### src/rtl/plot_arb_pkg.sv
// Shared constants, widths and state encoding for the VGA plot-port arbiter.
package plot_arb_pkg;

  localparam int N_REQ = 4;
  localparam int X_W   = 8;
  localparam int Y_W   = 7;
  localparam int C_W   = 3;

  localparam int REQ_CLEAR  = 0;
  localparam int REQ_GRID   = 1;
  localparam int REQ_NUM    = 2;
  localparam int REQ_BANNER = 3;

  typedef enum logic [1:0] {
    ST_IDLE    = 2'd0,
    ST_GRANT   = 2'd1,
    ST_BUSY    = 2'd2,
    ST_RELEASE = 2'd3
  } arb_state_e;

endpackage

### src/rtl/plot_arb_prio.sv
// Fixed-priority encoder: lowest set request index wins, reported as one-hot and as an index.
module plot_arb_prio #(
  parameter int N     = 4,
  parameter int IDX_W = 2
) (
  input  logic [N-1:0]     req_i,
  output logic [N-1:0]     gnt_o,
  output logic [IDX_W-1:0] idx_o,
  output logic             any_o
);

  logic found_s;

  // Scan upward so the first set bit found is the highest-priority one.
  always_comb begin
    gnt_o   = '0;
    idx_o   = '0;
    found_s = 1'b0;
    any_o   = |req_i;
    for (int i = 0; i < N; i++) begin
      if (req_i[i] && !found_s) begin
        gnt_o[i] = 1'b1;
        idx_o    = IDX_W'(i);
        found_s  = 1'b1;
      end else begin
        found_s  = found_s;
      end
    end
  end

endmodule

### src/rtl/plot_arbiter.sv
// Shares the VGA plot port among N_REQ drawing engines (IDLE/GRANT/BUSY/RELEASE).
// Optional BUSY watchdog enabled by defining PLOT_ARB_WDT_EN.
module plot_arbiter
  import plot_arb_pkg::*;
#(
  parameter int N_REQ = plot_arb_pkg::N_REQ
`ifdef PLOT_ARB_WDT_EN
  , parameter int TIMEOUT = 32768
`endif
) (
  input  logic                   clk,
  input  logic                   reset,
  input  logic [N_REQ-1:0]       req,
  input  logic [N_REQ-1:0]       done,
  input  logic [X_W*N_REQ-1:0]   x_in,
  input  logic [Y_W*N_REQ-1:0]   y_in,
  input  logic [C_W*N_REQ-1:0]   col_in,
  input  logic [N_REQ-1:0]       plot_in,
  output logic [N_REQ-1:0]       gnt,
  output logic [X_W-1:0]         x,
  output logic [Y_W-1:0]         y,
  output logic [C_W-1:0]         colour,
  output logic                   writeEn,
  output logic                   busy,
  output logic                   timeout_err
);

  localparam int IDX_W = (N_REQ > 1) ? $clog2(N_REQ) : 1;

  arb_state_e         state_q, state_d;
  logic [IDX_W-1:0]   win_q, win_d, prio_idx_s;
  logic [N_REQ-1:0]   win_oh_q, win_oh_d, prio_oh_s;
  logic [N_REQ-1:0]   gnt_q, gnt_d;
  logic [X_W-1:0]     x_q, x_d;
  logic [Y_W-1:0]     y_q, y_d;
  logic [C_W-1:0]     col_q, col_d;
  logic               we_q, we_d;
  logic               prio_any_s;
  logic               holder_plot_s;
  logic               holder_done_s;
  logic               wdt_fire_s;

  plot_arb_prio #(
    .N     (N_REQ),
    .IDX_W (IDX_W)
  ) u_prio (
    .req_i (req),
    .gnt_o (prio_oh_s),
    .idx_o (prio_idx_s),
    .any_o (prio_any_s)
  );

  assign holder_plot_s = plot_in[win_q];
  assign holder_done_s = done[win_q];

  // State and captured-winner registers.
  always_ff @(posedge clk) begin
    if (reset) begin
      state_q  <= ST_IDLE;
      win_q    <= '0;
      win_oh_q <= '0;
    end else begin
      state_q  <= state_d;
      win_q    <= win_d;
      win_oh_q <= win_oh_d;
    end
  end

  // Next-state logic; the winner is only re-captured in IDLE, so late requests wait.
  always_comb begin
    state_d  = state_q;
    win_d    = win_q;
    win_oh_d = win_oh_q;
    case (state_q)
      ST_IDLE: begin
        if (prio_any_s) begin
          state_d  = ST_GRANT;
          win_d    = prio_idx_s;
          win_oh_d = prio_oh_s;
        end else begin
          state_d  = ST_IDLE;
        end
      end
      ST_GRANT:   state_d = ST_BUSY;
      ST_BUSY: begin
        if (holder_done_s || wdt_fire_s) begin
          state_d = ST_RELEASE;
        end else begin
          state_d = ST_BUSY;
        end
      end
      ST_RELEASE: state_d = ST_IDLE;
      default:    state_d = ST_IDLE;
    endcase
  end

  // Output decode; pixels are only taken from the holder while BUSY.
  always_comb begin
    gnt_d = '0;
    we_d  = 1'b0;
    x_d   = x_q;
    y_d   = y_q;
    col_d = col_q;
    if ((state_d == ST_GRANT) || (state_d == ST_BUSY)) begin
      gnt_d = win_oh_d;
    end else begin
      gnt_d = '0;
    end
    if ((state_q == ST_BUSY) && holder_plot_s) begin
      we_d  = 1'b1;
      x_d   = x_in[win_q*X_W +: X_W];
      y_d   = y_in[win_q*Y_W +: Y_W];
      col_d = col_in[win_q*C_W +: C_W];
    end else begin
      we_d  = 1'b0;
    end
  end

  // Registered grant and pixel outputs.
  always_ff @(posedge clk) begin
    if (reset) begin
      gnt_q <= '0;
      we_q  <= 1'b0;
      x_q   <= '0;
      y_q   <= '0;
      col_q <= '0;
    end else begin
      gnt_q <= gnt_d;
      we_q  <= we_d;
      x_q   <= x_d;
      y_q   <= y_d;
      col_q <= col_d;
    end
  end

`ifdef PLOT_ARB_WDT_EN
  localparam int CNT_W = (TIMEOUT > 1) ? $clog2(TIMEOUT) : 1;

  logic [CNT_W-1:0] wdt_q;
  logic             terr_q;

  assign wdt_fire_s = (state_q == ST_BUSY) && !holder_done_s &&
                      (wdt_q == CNT_W'(TIMEOUT - 1));

  // BUSY-cycle counter, cleared while granting; timeout flag is sticky until reset.
  always_ff @(posedge clk) begin
    if (reset) begin
      wdt_q  <= '0;
      terr_q <= 1'b0;
    end else begin
      if (state_q == ST_GRANT) begin
        wdt_q <= '0;
      end else if (state_q == ST_BUSY) begin
        wdt_q <= wdt_q + CNT_W'(1);
      end else begin
        wdt_q <= wdt_q;
      end
      if (wdt_fire_s) begin
        terr_q <= 1'b1;
      end else begin
        terr_q <= terr_q;
      end
    end
  end

  assign timeout_err = terr_q;
`else
  assign wdt_fire_s  = 1'b0;
  assign timeout_err = 1'b0;
`endif

  assign gnt     = gnt_q;
  assign writeEn = we_q;
  assign x       = x_q;
  assign y       = y_q;
  assign colour  = col_q;
  assign busy    = (state_q != ST_IDLE);

endmodule

### config.mk
export PLATFORM = sky130hd
export DESIGN_NAME = plot_arbiter
export DESIGN_NICKNAME = d
export VERILOG_FILES = /design/src/rtl/plot_arb_pkg.sv /design/src/rtl/plot_arb_prio.sv /design/src/rtl/plot_arbiter.sv
export SDC_FILE = /design/constraint.sdc
export NUM_CORES = 1
export LEC_CHECK = 0
export CORE_MARGIN = 3
export CORE_UTILIZATION = 34
export CTS_BUF_LIST = sky130_fd_sc_hd__clkbuf_2
export DETAILED_ROUTE_END_ITERATION = 6
export PLACE_DENSITY = 0.78
export SYNTH_ARGS = -nofsm -noshare
export SYNTH_HDL_FRONTEND = slang
export SYNTH_SLANG_ARGS = --single-unit
### constraint.sdc
create_clock -name clk -period 1.57 [get_ports clk]
set_input_delay 0.2355 -clock clk [delete_from_list [all_inputs] [get_ports clk]]
set_output_delay 0.2355 -clock clk [all_outputs]
set_load 0.02 [all_outputs]
Yosys cells after proc, flatten, opt, wreduce, memory -nomap -nowiden. Index checks and enable logic that the tools add are counted.

Equal/unequal tests: 5. Mux-type cells: 19. Multipliers: 2. Bitwise gates (word level): 1. Reduce and logical (&&, ||, !) cells: 13. Shift operators: 3. $lt $le $gt $ge: 1.

Operator list (number): $shiftx A32 B6 Y8 (1); $shiftx A28 B6 Y7 (1); $mux W1 (12); $shiftx A12 B5 Y3 (1); $mux W4 (2); $pmux W2 S4 (1); $eq A2 B2 Y1 const B (3); $mul A2 B3 Y5 const B (1); $bmux W1 S2 (2); $eq A2 B1 Y1 const B (2); $logic_and A1 B1 Y1 (4); $mul A2 B2 Y4 const B (1); $mux W2 (2); $reduce_or A4 Y1 (1); $logic_not A1 Y1 (3); $lt A2 B3 Y1 const B (1); $logic_not A2 Y1 (1); $reduce_and A2 Y1 (1); $reduce_bool A2 Y1 (1); $reduce_or A2 Y1 (1); $logic_or A1 B1 Y1 (1); $not A1 Y1 (1).

Bits of input ports: 86. Bits in registers: 31. Output and inout port bits: 25. Word-level logic and storage cells: 52.

Logic depth before layout (Yosys ltp).
Depth after elaboration: 12. Mapped depth: 8. Gate-level depth less buffers: 6.

Modules after synthesis. A second synthesis with hierarchy kept.

Cells, all modules: 153. Area total of the unflattened synthesis: 1761.7 sq um.

By module, submodules not included: plot_arbiter (cells each 142, times used 1, area an instance 1700.4 sq um, seq. area each 620.6 sq um); plot_arb_prio (cells each 11, times used 1, area an instance 61.3 sq um, seq. area each 0.0 sq um).

Least setup slack after synthesis. No wires, ideal clock.

Path type: flip-flop to flip-flop. Start point: register state_q[0]. End point: register gnt_q[3], in the netlist gnt[3]. Slack: 0.100 ns. Arrival time: 1.344 ns. Required time: 1.444 ns. Clock period less this slack: 1.470 ns. Stages on the path, launching flop included: 7. Path buffers: 0. Setup time: 0.126 ns. Cells stage by stage: dfxtp_1 inv_1 ha_1 or3b_1 o221ai_2 xnor2_2 nor2b_1.

Cells in the longest elaborated chain, start to end: 6. Elaborated cells between the ends (all ways): 11. Classes of those cells: eq/ne (5); mux (2); bitwise (1); reduce/logical (3).

Ends and longest elaborated chain: from (decl) (RTL line plot_arbiter.sv:30) `arb_state_e state_q, state_d;`; from (signal assigned) (RTL line plot_arbiter.sv:63) `state_q <= state_d;`; $eq A2 B2 Y1 (tied with other cells) (RTL line plot_arbiter.sv:74) `case (state_q)`; $pmux W2 S4 (RTL line plot_arbiter.sv:74); $eq A2 B1 Y1 / $eq A2 B2 Y1 (equally long branches) (RTL line plot_arbiter.sv:104) `if ((state_d == ST_GRANT) || (state_d == ST_BUSY)) begin`; $logic_or A1 B1 Y1 (RTL line plot_arbiter.sv:104); $not A1 Y1 (no line); $reduce_or A2 Y1 (no line); to (signal assigned) (RTL line plot_arbiter.sv:128) `gnt_q <= gnt_d;`; to (decl) (RTL line plot_arbiter.sv:33) `logic [N_REQ-1:0] gnt_q, gnt_d;`.

Parallel ways exist; a longest one is shown, timed or not. A chain may end at the register's enable or synchronous reset.

Worst setup path in the final report.
Start point: register state_q[1]. End point: register gnt_q[3], in the netlist gnt[3].

Same word-level chain as after synthesis.

==> tab_implementation.tex <==
\begin{tabular}{lr}
\hline
Metric & Value \\
\hline
\multicolumn{2}{l}{\textbf{Critical path}} \\
\quad Category of the worst setup path launch point & flip-flop \\
\quad Delay-heaviest family, CP & simple AND/OR/NAND/NOR gates \\
\quad Data arrival at the endpoint of the critical path & 1.79 ns \\
\quad Type of the setup path with the least slack & reg -> reg \\
\quad Required time of the worst setup path & about 1.8 ns \\
\quad Largest fanout on the critical path & 4 \\
\quad Number of buffers and inverters on the critical path & 1 \\
\quad Critical Path, Cell by Cell & buf\_4 > ha\_4 > or3b\_4 > o221ai\_4 > xnor2\_4 > nor2b\_1 \\
\quad Worst stage delay on the critical path & 0.39 ns \\
\quad Crit path capture type & flip-flop \\
\quad Slowest CP cell & sky130\_fd\_sc\_hd\_\_or3b\_4 \\
\multicolumn{2}{l}{\textbf{Cells and area}} \\
\quad Share of cells above drive strength 1 & 16.1\% \\
\quad Fill cell count & 426 \\
\quad Total area of sequential cells & 623 um\^{}2 \\
\quad Count of nets after finishing & 356 \\
\quad Total non-filler cell area in the finished layout & 3090 um\^{}2 \\
\quad Area growth from synthesis to final layout & 71.9\% \\
\quad Non-filler instance count after layout & between 300 and 400 \\
\quad Count of antenna diodes in the layout & 0 \\
\quad Multi-input logic area & 1110 um\^{}2 \\
\multicolumn{2}{l}{\textbf{Placed design}} \\
\quad Placed instance count & 326 \\
\quad Placed cell area & 3010 um\^{}2 \\
\quad Gpl congestion & 0.786 \\
\quad Detail Placement HPWL & 4.06 mm \\
\quad Port buffer count & $\sim$110 \\
\quad Setup WS pre-CTS & -0.195 ns \\
\multicolumn{2}{l}{\textbf{GRT}} \\
\quad GRT Residual Overflow & 0 \\
\quad Initial antenna violation count & 0 \\
\quad Global-route wire length before repair & 7.93 mm \\
\quad Total GRT Usage & 16.5\% \\
\quad Number of global-route vias before repair & between 1500 and 2000 \\
\quad Pin count of the biggest net entering global routing & 26 \\
\multicolumn{2}{l}{\textbf{Detailed routing}} \\
\quad Highest Signal Layer & met4 \\
\quad Routed length per instance & 15.3 um \\
\quad Routed length on met1 & 1.86 mm \\
\quad Number of vias after detailed routing & 1621 \\
\quad Final wirelength & about 5.1 mm \\
\quad First drt pass iteration count & 4 \\
\quad Detail-routed via count per cell & 4.85 \\
\quad Met3 routed WL & 332 um \\
\quad DRC violation total after the first TritonRoute iteration & between 50 and 60 \\
\quad Routed met2 length & 2.87 mm \\
\quad Number of nets still failing antenna checks after routing & 0 \\
\quad DRC violation count after routing & 0 \\
\multicolumn{2}{l}{\textbf{Clock tree}} \\
\quad Root buf cell & sky130\_fd\_sc\_hd\_\_clkbuf\_2 \\
\quad Clock insertion delay at the later pin of the skew report & 0.35 ns \\
\quad Clock tree from TritonCTS & done \\
\quad CTS Buffer Depth & 2 \\
\quad Clock-pin slew reported for the worst setup and hold paths after clock tree synthesis & 0.16 ns \\
\quad CTS Buf Count & 5 \\
\quad Maximum level of the CTS H-tree & 2 \\
\quad Num Clock Sinks & 31 \\
\multicolumn{2}{l}{\textbf{Power and ir drop}} \\
\quad Switching power of the nets & 0.893 mW \\
\quad Worst vdd ir & 581 uV \\
\quad Areal power density over the cells & 862 nW/um\^{}2 \\
\quad Combinational fraction of design power & 51.4\% \\
\quad Relative contribution of the clock network to total power & a little over an eighth \\
\quad Post-layout power & 2.66 mW \\
\quad Part of the power in registers & 35.1\% \\
\quad Cell-internal power & 1.77 mW \\
\quad Sw Share & approximately a third \\
\quad Leak pwr & 1.26 nW \\
\multicolumn{2}{l}{\textbf{Floorplan}} \\
\quad Placeable Area & 4910 um\^{}2 \\
\quad Initial core utilization & 36.6\% \\
\quad \# rows & 25 \\
\quad X dimension of the die & between 70 and 80 um \\
\quad Die Ht & 78.7 um \\
\quad Area enclosed by the die boundary & 6190 um\^{}2 \\
\quad I/O pin count & about 110 \\
\multicolumn{2}{l}{\textbf{Synthesis}} \\
\quad Fraction of registers with async set or reset after synthesis & 0\% \\
\quad Yosys warning total & 0 \\
\quad Main combinational cell family by area after synthesis & multiplexers \\
\quad Sequential-to-total area share from yosys stat & 34.5\% \\
\quad Nets in the synthesized netlist & 238 \\
\quad Dominant register cell in the synthesized netlist & sky130\_fd\_sc\_hd\_\_dfxtp\_1 \\
\quad Number of synthesized register bits & 31 \\
\quad Parity-gate share of the synthesized area counting xor and xnor cells & 0.905\% \\
\quad Compound-Gate Fraction of Synth Area & approximately 6.4\% \\
\quad Number of synthesized flops with an enable pin & 0 \\
\quad Fraction of the mapped netlist area in simple logic gates & 11.1\% \\
\quad Adder-cell area share of the yosys netlist & 2.09\% \\
\quad Post-Synthesis Cell Area & 1800 um\^{}2 \\
\quad Post-synthesis area per instance & $\sim$12 um\^{}2 \\
\quad Count of unique library cells instantiated by Yosys & 33 \\
\quad Multiplexer fraction of the synthesized cell area & 37.5\% \\
\quad Gate Count Post-Synth & about 150 \\
\multicolumn{2}{l}{\textbf{STA}} \\
\quad Final total negative setup slack & 0 ns \\
\quad Number of hold-slack violations in the final timing report & 0 \\
\quad Post-layout worst setup margin & between 0.04 and 0.05 ns \\
\quad Final setup violation count & 0 \\
\quad Upper clock frequency limit & 655 MHz \\
\quad Pins over their slew limit & 0 \\
\quad Clock Skew & 0.0102 ns \\
\quad Minimum clock period & between 1.5 and 2 ns \\
\quad Final period utilization & 97.3\% \\
\multicolumn{2}{l}{\textbf{Run}} \\
\quad Maxcap violations & 0 \\
\multicolumn{2}{l}{\textbf{Hold path}} \\
\quad HP Class & reg -> reg \\
\multicolumn{2}{l}{\textbf{Outcome}} \\
\quad Result of the run & completed \\
\hline
\end{tabular}
==> power groups by stage <==
| stage | combinational (mW) | sequential (mW) | clock (mW) |
|---|---|---|---|
| after CTS | 1.32 | 0.934 | 0.389 |
| after global routing | 1.48 | 0.948 | 0.433 |
| after global placement | 1.32 | 0.946 | 0 |
| final | 1.37 | 0.934 | 0.360 |
| after floorplan | 0.753 | 1.01 | 0 |
| after detailed placement | 1.33 | 0.949 | 0 |
==> path summary, 6_finish.rpt <==
| kind | startpoint | to | slack, ns | cells after the start |
|---|---|---|---|---|
| worst min register to register | x[0]$_SDFFE_PP0P_ | x[0]$_SDFFE_PP0P_ | 0.50 | 2 |
| worst max register to register | state_q[1]$_SDFF_PP0_ | gnt[3]$_SDFF_PP0_ | 0.04 | 6 |
| worst min-delay path | x[0]$_SDFFE_PP0P_ | x[0]$_SDFFE_PP0P_ | 0.50 | 2 |
| worst max-delay path | state_q[1]$_SDFF_PP0_ | gnt[3]$_SDFF_PP0_ | 0.04 | 6 |
==> logic make-up (layout without fill, tap and decap cells) <==
group / count (synthesis) / count (layout)
xor+xnor: 1 / 1
fa+ha+maj: 3 / 3
mux: 40 / 40
simple gates: 40 / 40
compound gates: 15 / 15
flops: 31 / 31
other cells: 1 / 1
buf+inv: 18 / 136
==> layout make-up <==
class                           count  area share (%)
Clock buffer                        5           0.810
Clock inverter                      2           0.284
Inverter                            5           0.608
Multi-Input combinational cell    100            35.9
Sequential cell                    31            20.2
Tap cell                           67            2.71
Timing Repair Buffer              124            39.5
==> sequential cells by signal (all words and copies together) (netlist names) <==
signal,cells
x,8
y,7
gnt,4
win_oh_q,4
colour,3
state_q,2
win_q,2
writeEn,1
==> per-layer routing <==
metal,track usage [%],vias up
met5,0,-
met4,3.67,0
met3,5.22,5
met2,32.0,43
met1,17.1,786
li1,-,787
==> stage by stage <==
stage	hold WS, ns	util (%)
global route	0.541	62.9
global placement	0.474	61.3
finish	0.505	62.9
CTS	0.513	62.0
floorplan	0.320	-
detailed placement	0.479	61.3
==> synthesized netlist by cell type, drive strengths merged (2+ instances only) <==
master / instances / area share, %
nor2: 23 / 4.8
ha: 3 / 2.1
nand2b: 2 / 0.70
mux2i: 22 / 12
mux4: 18 / 25
nand2: 2 / 0.42
a21oi: 5 / 1.4
inv: 5 / 1.0
buf: 8 / 5.1
nor3: 5 / 2.2
clkbuf: 5 / 1.0
nor2b: 4 / 1.4
dfxtp: 31 / 35
a22oi: 2 / 0.84
==> what timing repair did <==
action,4_1_cts,5_1_grt
buffers inserted,1,0
pin swaps,4,4
gates resized for setup,31,9
endpoints found under the hold margin,0,0
hold buffers,0,0
endpoints found under the setup margin,23,8
==> worst register-to-register path, cell delays in order, from the launching register on <==
cell and delay, ns:
sky130_fd_sc_hd__dfxtp_2 0.35, sky130_fd_sc_hd__buf_4 0.11, sky130_fd_sc_hd__ha_4 0.13, sky130_fd_sc_hd__or3b_4 0.39, sky130_fd_sc_hd__o221ai_4 0.22, sky130_fd_sc_hd__xnor2_4 0.18, sky130_fd_sc_hd__nor2b_1 0.07
==> placed cells by master, fill, tap and decap left out, types with 2 or more instances in the layout <==
| cell | count |
|---|---|
| sky130_fd_sc_hd__nand2_1 | 2 |
| sky130_fd_sc_hd__nor3_2 | 3 |
| sky130_fd_sc_hd__mux2i_1 | 20 |
| sky130_fd_sc_hd__nor2_1 | 23 |
| sky130_fd_sc_hd__nand2b_1 | 2 |
| sky130_fd_sc_hd__nor2b_1 | 4 |
| sky130_fd_sc_hd__clkdlybuf4s50_1 | 85 |
| sky130_fd_sc_hd__mux4_2 | 5 |
| sky130_fd_sc_hd__nor3_1 | 2 |
| sky130_fd_sc_hd__dlymetal6s2s_1 | 2 |
| sky130_fd_sc_hd__buf_4 | 11 |
| sky130_fd_sc_hd__a21oi_1 | 5 |
| sky130_fd_sc_hd__mux4_1 | 13 |
| sky130_fd_sc_hd__dlygate4sd2_1 | 21 |
| sky130_fd_sc_hd__dfxtp_1 | 29 |
| sky130_fd_sc_hd__buf_12 | 3 |
| sky130_fd_sc_hd__dfxtp_2 | 2 |
| sky130_fd_sc_hd__clkbuf_2 | 5 |
| sky130_fd_sc_hd__inv_1 | 4 |
| sky130_fd_sc_hd__a22oi_1 | 2 |
Note: power is estimated with default switching activity, not from simulation.
